## src/rtl/io_bus_if.sv

```systemverilog
// CPU-side memory-mapped I/O bus of the io_hub: byte address, read/write strobes,
// store data and combinational load data.
interface io_bus_if;
  logic [31:0] addr;
  logic        io_read;
  logic        io_write;
  logic [31:0] wdata;
  logic [31:0] rdata;

  modport master (output addr, output io_read, output io_write, output wdata, input rdata);
  modport slave  (input addr, input io_read, input io_write, input wdata, output rdata);
endinterface

```

## src/rtl/io_hub.sv

```systemverilog
// Memory-mapped I/O hub: half-word LED registers, synchronised and debounced
// switches, and a sticky clear-on-read "switch changed" flag in the 0xFFFFFC00 window.
module io_hub #(
  parameter int SW_WIDTH        = 16,
  parameter int LED_WIDTH       = 24,
  parameter int DEBOUNCE_CYCLES = 1000
) (
  input  logic                 clock,
  input  logic                 reset,
  io_bus_if.slave              bus,
  input  logic [SW_WIDTH-1:0]  switches,
  output logic [LED_WIDTH-1:0] leds,
  output logic                 sw_irq
);

  localparam int CNT_W = (DEBOUNCE_CYCLES > 1) ? $clog2(DEBOUNCE_CYCLES) : 1;
  localparam logic [CNT_W-1:0] CNT_MAX = CNT_W'(DEBOUNCE_CYCLES - 1);

  localparam logic [7:0] OFF_LED_LO = 8'h60;
  localparam logic [7:0] OFF_LED_HI = 8'h62;
  localparam logic [7:0] OFF_SW_LO  = 8'h70;
  localparam logic [7:0] OFF_SW_HI  = 8'h72;
  localparam logic [7:0] OFF_STATUS = 8'h74;

  logic [LED_WIDTH-1:0] leds_r;
  logic [SW_WIDTH-1:0]  sync1_r;
  logic [SW_WIDTH-1:0]  sync2_r;
  logic [SW_WIDTH-1:0]  cand_r;
  logic [SW_WIDTH-1:0]  stable_r;
  logic [CNT_W-1:0]     cnt_r;
  logic                 changed_r;

  logic        sel_s;
  logic [7:0]  offset_s;
  logic        wr_lo_s;
  logic        wr_hi_s;
  logic        status_rd_s;
  logic        commit_s;
  logic [31:0] led_full_s;
  logic [31:0] led_next_s;
  logic [31:0] sw_full_s;
  logic [31:0] rdata_s;
  logic        unused_s;

  // Address bits 9:8 are don't-care inside the window; only wdata[15:0] is ever stored.
  assign unused_s = &{1'b0, bus.addr[9:8], bus.wdata[31:16], led_next_s};

  assign sel_s       = (bus.addr[31:10] == 22'h3F_FFFF);
  assign offset_s    = bus.addr[7:0];
  assign wr_lo_s     = bus.io_write && sel_s && (offset_s == OFF_LED_LO);
  assign wr_hi_s     = bus.io_write && sel_s && (offset_s == OFF_LED_HI);
  assign status_rd_s = bus.io_read && sel_s && (offset_s == OFF_STATUS);
  assign commit_s    = (sync2_r == cand_r) && (cnt_r == CNT_MAX) && (cand_r != stable_r);

  // Zero-extend the narrow LED and switch state to the 32-bit register view.
  always_comb begin
    led_full_s = 32'h0;
    sw_full_s  = 32'h0;
    led_full_s[LED_WIDTH-1:0] = leds_r;
    sw_full_s[SW_WIDTH-1:0]   = stable_r;
  end

  // Merge a half-word store into the LED image; bits above LED_WIDTH drop on truncation.
  always_comb begin
    led_next_s = led_full_s;
    if (wr_lo_s) begin
      led_next_s[15:0] = bus.wdata[15:0];
    end else if (wr_hi_s) begin
      led_next_s[31:16] = bus.wdata[15:0];
    end else begin
      led_next_s = led_full_s;
    end
  end

  // LED register.
  always_ff @(posedge clock or posedge reset) begin
    if (reset) begin
      leds_r <= {LED_WIDTH{1'b0}};
    end else begin
      leds_r <= led_next_s[LED_WIDTH-1:0];
    end
  end

  // Two-flop synchroniser followed by a saturating-count debouncer.
  always_ff @(posedge clock or posedge reset) begin
    if (reset) begin
      sync1_r  <= {SW_WIDTH{1'b0}};
      sync2_r  <= {SW_WIDTH{1'b0}};
      cand_r   <= {SW_WIDTH{1'b0}};
      stable_r <= {SW_WIDTH{1'b0}};
      cnt_r    <= {CNT_W{1'b0}};
    end else begin
      sync1_r <= switches;
      sync2_r <= sync1_r;
      if (sync2_r != cand_r) begin
        cand_r <= sync2_r;
        cnt_r  <= {CNT_W{1'b0}};
      end else if (cnt_r < CNT_MAX) begin
        cnt_r <= cnt_r + CNT_W'(1);
      end else if (commit_s) begin
        stable_r <= cand_r;
      end else begin
        stable_r <= stable_r;
      end
    end
  end

  // Sticky changed flag; a commit on the same edge as a STATUS read keeps it set.
  always_ff @(posedge clock or posedge reset) begin
    if (reset) begin
      changed_r <= 1'b0;
    end else if (commit_s) begin
      changed_r <= 1'b1;
    end else if (status_rd_s) begin
      changed_r <= 1'b0;
    end else begin
      changed_r <= changed_r;
    end
  end

  // Load data is combinational so the single-cycle datapath sees it in the same cycle.
  always_comb begin
    rdata_s = 32'h0;
    if (bus.io_read && sel_s) begin
      case (offset_s)
        OFF_LED_LO: rdata_s = {16'h0, led_full_s[15:0]};
        OFF_LED_HI: rdata_s = {16'h0, led_full_s[31:16]};
        OFF_SW_LO:  rdata_s = {16'h0, sw_full_s[15:0]};
        OFF_SW_HI:  rdata_s = {16'h0, sw_full_s[31:16]};
        OFF_STATUS: rdata_s = {31'h0, changed_r};
        default:    rdata_s = 32'h0;
      endcase
    end else begin
      rdata_s = 32'h0;
    end
  end

  assign bus.rdata = rdata_s;
  assign leds      = leds_r;
  assign sw_irq    = changed_r;

endmodule

```

## src/flat_wrapper.sv

```systemverilog
// flat-port wrapper written by rule: the top's interface ports become plain ports
module io_hub_flat 
#(
  parameter int SW_WIDTH        = 16,
  parameter int LED_WIDTH       = 24,
  parameter int DEBOUNCE_CYCLES = 1000
)
  (clock, reset, switches, leds, sw_irq, bus_addr, bus_io_read, bus_io_write, bus_wdata, bus_rdata);
  io_bus_if bus_i ();
  input  logic clock;
  input  logic reset;
  input  logic [SW_WIDTH-1:0] switches;
  output logic [LED_WIDTH-1:0] leds;
  output logic sw_irq;
  input wire logic [$bits(bus_i.addr)-1:0] bus_addr;
  input wire logic [$bits(bus_i.io_read)-1:0] bus_io_read;
  input wire logic [$bits(bus_i.io_write)-1:0] bus_io_write;
  input wire logic [$bits(bus_i.wdata)-1:0] bus_wdata;
  output wire logic [$bits(bus_i.rdata)-1:0] bus_rdata;
  assign bus_i.addr = bus_addr;
  assign bus_i.io_read = bus_io_read;
  assign bus_i.io_write = bus_io_write;
  assign bus_i.wdata = bus_wdata;
  assign bus_rdata = bus_i.rdata;
  io_hub #(.SW_WIDTH(SW_WIDTH), .LED_WIDTH(LED_WIDTH), .DEBOUNCE_CYCLES(DEBOUNCE_CYCLES)) u_core (.clock(clock), .reset(reset), .bus(bus_i), .switches(switches), .leds(leds), .sw_irq(sw_irq));
endmodule
```

## config.mk

```make
export PLATFORM = sky130hd
export DESIGN_NAME = io_hub_flat
export DESIGN_NICKNAME = d
export VERILOG_FILES = /design/src/rtl/io_bus_if.sv /design/src/rtl/io_hub.sv /design/src/flat_wrapper.sv
export SDC_FILE = /design/constraint.sdc
export NUM_CORES = 1
export LEC_CHECK = 0
export CAP_MARGIN = 20
export CORE_ASPECT_RATIO = 1.75
export CORE_MARGIN = 2
export CORE_UTILIZATION = 55
export CTS_CLUSTER_DIAMETER = 200
export DETAILED_ROUTE_END_ITERATION = 10
export DONT_BUFFER_PORTS = 1
export PLACE_DENSITY = 0.76
export SLEW_MARGIN = 0
export SYNTH_ARGS = -nofsm -noshare
export SYNTH_HDL_FRONTEND = slang
export SYNTH_SLANG_ARGS = --single-unit
```

## constraint.sdc

```tcl
create_clock -name clock -period 2.5 [get_ports clock]
set_input_delay 0.125 -clock clock [delete_from_list [all_inputs] [get_ports clock]]
set_output_delay 0.125 -clock clock [all_outputs]
set_load 0.005 [all_outputs]
```

---- Word level (Yosys, flattened, before mapping) ----
Cells that the tools add are included.
cells by class
  $add $sub $neg .......................... 1
  magnitude comparators ................... 1
  equal/unequal tests ..................... 9
  multiplexer cells ....................... 6
  bitwise operators ....................... 3
  reduce and logical (&&, ||, !) cells .... 11
operators by type and width
  cell                                                  count
  case mux 16 bit (4 select lines)                      1
  equality test 8 x 7 -> 1 bit (second input constant)  4
  != test 16 bit                                        2
  equality test 22 bit (second input constant)          1
  two-way mux 10 bit                                    2
  equality test 16 bit                                  1
  two-way mux 16 bit                                    1
  adder 10 x 1 -> 10 bit (second input constant)        1
  equality test 10 bit (second input constant)          1
  less-than comparator 10 bit (second input constant)   1
  logical AND 1 bit                                     7
  nonzero test 2 bit                                    2
  inverter 1 bit                                        3
  AND reduction 3 bit                                   1
  two-way mux 1 bit                                     2
  AND reduction 2 bit                                   1
word-level totals
  flip-flop bits (word level) ............. 99
  input port bits ......................... 84
  output and inout port bits .............. 57

---- Longest topological paths before layout ----
  depth after elaboration ................. 5
  depth in mapped cells ................... 8
  mapped depth without buffers ............ 5

---- Worst setup path before layout ----
OpenSTA, ideal clock, no wires.
  kind .................................... register to register
  start ................................... reg u_core.cand_r[15]
  end ..................................... reg u_core.stable_r[0]
  library setup time ...................... 125 ps
  arrival ................................. 1,818 ps
  data required time ...................... 2,375 ps
  path slack .............................. 557 ps
  cell stages (with the launch flop) ...... 8
  buffers on the path ..................... 2
  period minus slack after synthesis ...... 1,943 ps
  path through ............................ dfrtp_1 -> xor2_1 -> nor4_1 -> nand4_1 -> or3_1 -> buf_6 -> buf_6 -> mux2_4
between the ends
  word-level cells in the longest chain between the ends .. 4
  elaborated cells between the ends (all ways) .. 7
  those cells by class .................... eq/ne: 3; bitwise: 1; reduce/logical: 3
ends and longest elaborated chain
  what                                      line           text
  start, declared                           io_hub.sv:28   logic [SW_WIDTH-1:0] cand_r;
  start signal, assigned                    io_hub.sv:89   cand_r <= {SW_WIDTH{1'b0}};
  start signal, assigned                    io_hub.sv:96   cand_r <= sync2_r;
  equality test 16 bit                      io_hub.sv:53   assign commit_s = (sync2_r == cand_r) && (cnt_r == CNT_MAX) && (cand_r != stable_r);
  logical AND 1 bit (2 in series)           io_hub.sv:53
  AND reduction 3 bit (no source line) (*)  -
  end signal, assigned                      io_hub.sv:90   stable_r <= {SW_WIDTH{1'b0}};
  end signal, assigned                      io_hub.sv:101  stable_r <= cand_r;
  end signal, assigned                      io_hub.sv:103  stable_r <= stable_r;
  end, declared                             io_hub.sv:29   logic [SW_WIDTH-1:0] stable_r;
Every way passes the cells marked *; elsewhere a longest branch is shown, timed or not.
A chain may end at the register's enable or synchronous reset.

---- Worst setup path in the final report ----
  start ................................... reg u_core.cand_r[5]
  end ..................................... reg u_core.stable_r[7]
Same word-level chain as after synthesis.

==> impl_metrics.ini <==
[place]
hpwlAfterDp_um = 5750
gp_congestion = 0.765
portBuffers = 0
place_inst = 396

[worst_hold_path]
holdCritPathClass = input port to register
min-delay-start = bus_io_read
worstHoldPathCells = 3
hold_path_end = u_core.sw_irq$_DFFE_PP0P_

[floorplan]
initial_core_util_pct = 55.9
dieArea_mm2 = 0.00833
core_area_mm2 = 0.00746
num_io_pins = 141
die_x_um = 69.8
num_rows = 42
die_y_um = 119

[worst_setup_path]
crit_path_top_delay_cell = dfrtp_1
crit_buf_inv = 1
timing.rr.start = u_core.cand_r[5]$_DFFE_PP0N_
crit_chain = xor2_1 -> nor4_1 -> nand4_1 -> or3_1 -> buf_4 -> mux2_4
crit_type = register to register
crit_required_ns = 2.72
endpoint_kind = register
cpPeakStageDelay_ns = 0.41
rrSetupSlack_ns = 0.41
startpoint_type = register
rr_worst_depth = 6
worstPathArrival_ns = 2.31
cpLargestDelayFamily = simple AND/OR/NAND/NOR gates
cp_max_fo = 17
regToRegEndpoint = u_core.stable_r[7]$_DFFE_PP0P_

[timing]
setup_viol = 0
drv_slew = 0
rsz0062_at_grt = no
hold_viol = 0
max_slew.worst_pin.slew_ns = 0.855
fmax_ghz = 0.479
fin_tns_setup_ns = 0
finClkSkew_ns = 0.00692
period_minus_slack_ns = 2.09
finalCritPeriodShare_pct = 83.4
relSlewSlack_pct = 43.0

[synthesis]
netlist.top_cell.by_area = dfrtp_1
synth_top_area_share_pct = 59.4
synthAdderAreaFrac_pct = 0.300
yosys_warnings = 0
synth_edf_count = 0
synth_seq_cells = 99
async_reset_ff_share_pct = 100
synth_compound_area_share_pct = 5.25
ys_types = 41
synth_top_family_by_area = multiplexers
yosysSeqAreaShare_pct = 59.4
synth-xor-area-share_pct = 7.77
synth.area.top_cells = dfrtp_1 (59%), mux2_2 (8.1%), xor2_1 (4.0%), xnor2_1 (3.8%), mux2_4 (3.2%)
yosysMostFrequentCell = dfrtp_1
ys_top_cells_by_count = dfrtp_1 (99), mux2_2 (30), nor2_1 (24)
synth_area_per_cell_um2 = 12.6
synth_area_mm2 = 0.00417
synthMuxAreaShare_pct = 11.8
synth-simple-area-share_pct = 9.30
syn_inst = 332
synth_ff_type = dfrtp_1

[final_layout]
final_cells = 445
syn2layout_area_growth_pct = 14.7
drive_gt1_share_pct = 17.6
diodes = 0
fillCellCount = 591
finalNetCount = 438

[clock_tree]
root_buffer = clkbuf_16
cts_buffers = 9
clockBufferDepth = 2
cts-resized-gates = 0
tritoncts = built
clk_latency_ns = 0.34
htree_levels = 3
clk_pin_slew_ns = 0.06
clock-sinks = 99

[route]
drt_iter0_markers = 172
wl_um = 7890
ant_nets = 0
first_pass_iters = 6
drc = 0
vias = 2538
viasPerCell = 5.70
wl_per_cell_um = 17.7

[grt]
grt_pass1_wl_um = 12600
grt_max_degree = 50
track_usage_pct = 19.9
antenna_found_initial = 0
grt_pass1_vias = 2644
grt_overflow = 0

[power]
peakVddDrop_mv = 0.582
p_leak_uw = 0.00210
powerDensity_mw_per_mm2 = 657

[outcome]
outcome = complete, no violations

[job]
maxCapViolCount = 0
[metrics by stage]
step | util (%) | cell area, um2 | hold slack (ns) | setup WS [ns] | total power, uW
floorplan | - | 4230 | 0.156 | 0.557 | 1780
global placement | 55.6 | 4150 | 0.0945 | 0.363 | 1780
detailed placement | 55.6 | 4150 | 0.0908 | 0.376 | 1780
CTS | 64.1 | 4780 | 0.0558 | 0.361 | 3180
global route | 64.1 | 4780 | 0.0646 | 0.275 | 3270
finish | 64.1 | 4780 | 0.0677 | 0.414 | 3140
[sequential cells by signal (all words and copies together) (netlist names)]
name and cells:
u_core.sync2_r 16, u_core.leds 24, u_core.cnt_r 10, u_core.sync1_r 16, u_core.stable_r 16, u_core.cand_r 16
u_core.sw_irq 1
[power by group]
| part | switching, uW | internal (uW) |
|---|---|---|
| Sequential | 28.5 | 1640 |
| Combinational | 61.6 | 64.3 |
| Clock | 549 | 796 |
[what timing repair did]
action                                 CTS  global route
endpoints found under the hold margin   66             0
setup buffers                            0             0
hold buffers                            34             0
[layout make-up]
| type | count | area [um2] | share of cell area [%] |
|---|---|---|---|
| Clock buffer | 11 | 243 | 5.07 |
| Clock inverter | 4 | 51.3 | 1.07 |
| Inverter | 1 | 7.51 | 0.157 |
| Multi-Input combinational cell | 202 | 1500 | 31.3 |
| Sequential cell | 99 | 2480 | 51.8 |
| Tap cell | 88 | 110 | 2.30 |
| Timing Repair Buffer | 40 | 398 | 8.32 |
[metal layers]
layer	vias to the layer above	global-route usage, %	wire length [um]
li1	1153	-	-
met1	1255	20.2	2730
met3	18	5.33	423
met2	112	36.6	4490
met5	-	0	0
met4	0	10.1	252
[layout by cell type (no fill, tap or decap), types with 7 or more instances in the layout]
master and instances:
xnor2_1 18, nand4_1 11, mux2_4 9, clkbuf_16 9
dfrtp_1 99, nand2_1 11, a22oi_1 12, conb_1 16
a21oi_1 7, nor2_1 24, xor2_1 19, mux2_2 30
dlygate4sd3_1 34
[cell families (layout without fill, tap and decap cells)]
logic type	after synthesis	after routing
simple gates	76	76
buf+inv	46	56
other cells	1	16
fa+ha+maj	1	1
compound gates	31	31
mux	41	41
flops	99	99
xor+xnor	37	37
[how the worst max path moves through the flow]
stage,start,endpoint,slack (ns),cells past startpoint
2_1_floorplan,u_core.cand_r[15]$_DFFE_PP0N_,u_core.stable_r[0]$_DFFE_PP0P_,0.56,7
3_3_place_gp,u_core.sync2_r[9]$_DFF_PP0_,u_core.stable_r[4]$_DFFE_PP0P_,0.36,6
3_5_place_dp,u_core.cand_r[5]$_DFFE_PP0N_,u_core.stable_r[7]$_DFFE_PP0P_,0.38,6
4_1_cts,u_core.cand_r[5]$_DFFE_PP0N_,u_core.stable_r[7]$_DFFE_PP0P_,0.36,6
5_1_grt,u_core.cand_r[5]$_DFFE_PP0N_,u_core.stable_r[7]$_DFFE_PP0P_,0.27,6
6_report,u_core.cand_r[5]$_DFFE_PP0N_,u_core.stable_r[7]$_DFFE_PP0P_,0.41,6
[worst register-to-register path, delay by kind of cell, from the launching register on]
| kind | cells | cell delay [ns] |
|---|---|---|
| XOR/XNOR | 1 | 0.15 |
| buffers and inverters | 1 | 0.23 |
| AND/OR/NAND/NOR | 3 | 0.86 |
| flip-flops | 1 | 0.41 |
| multiplexers | 1 | 0.32 |
(Power assumes the default switching activity.)
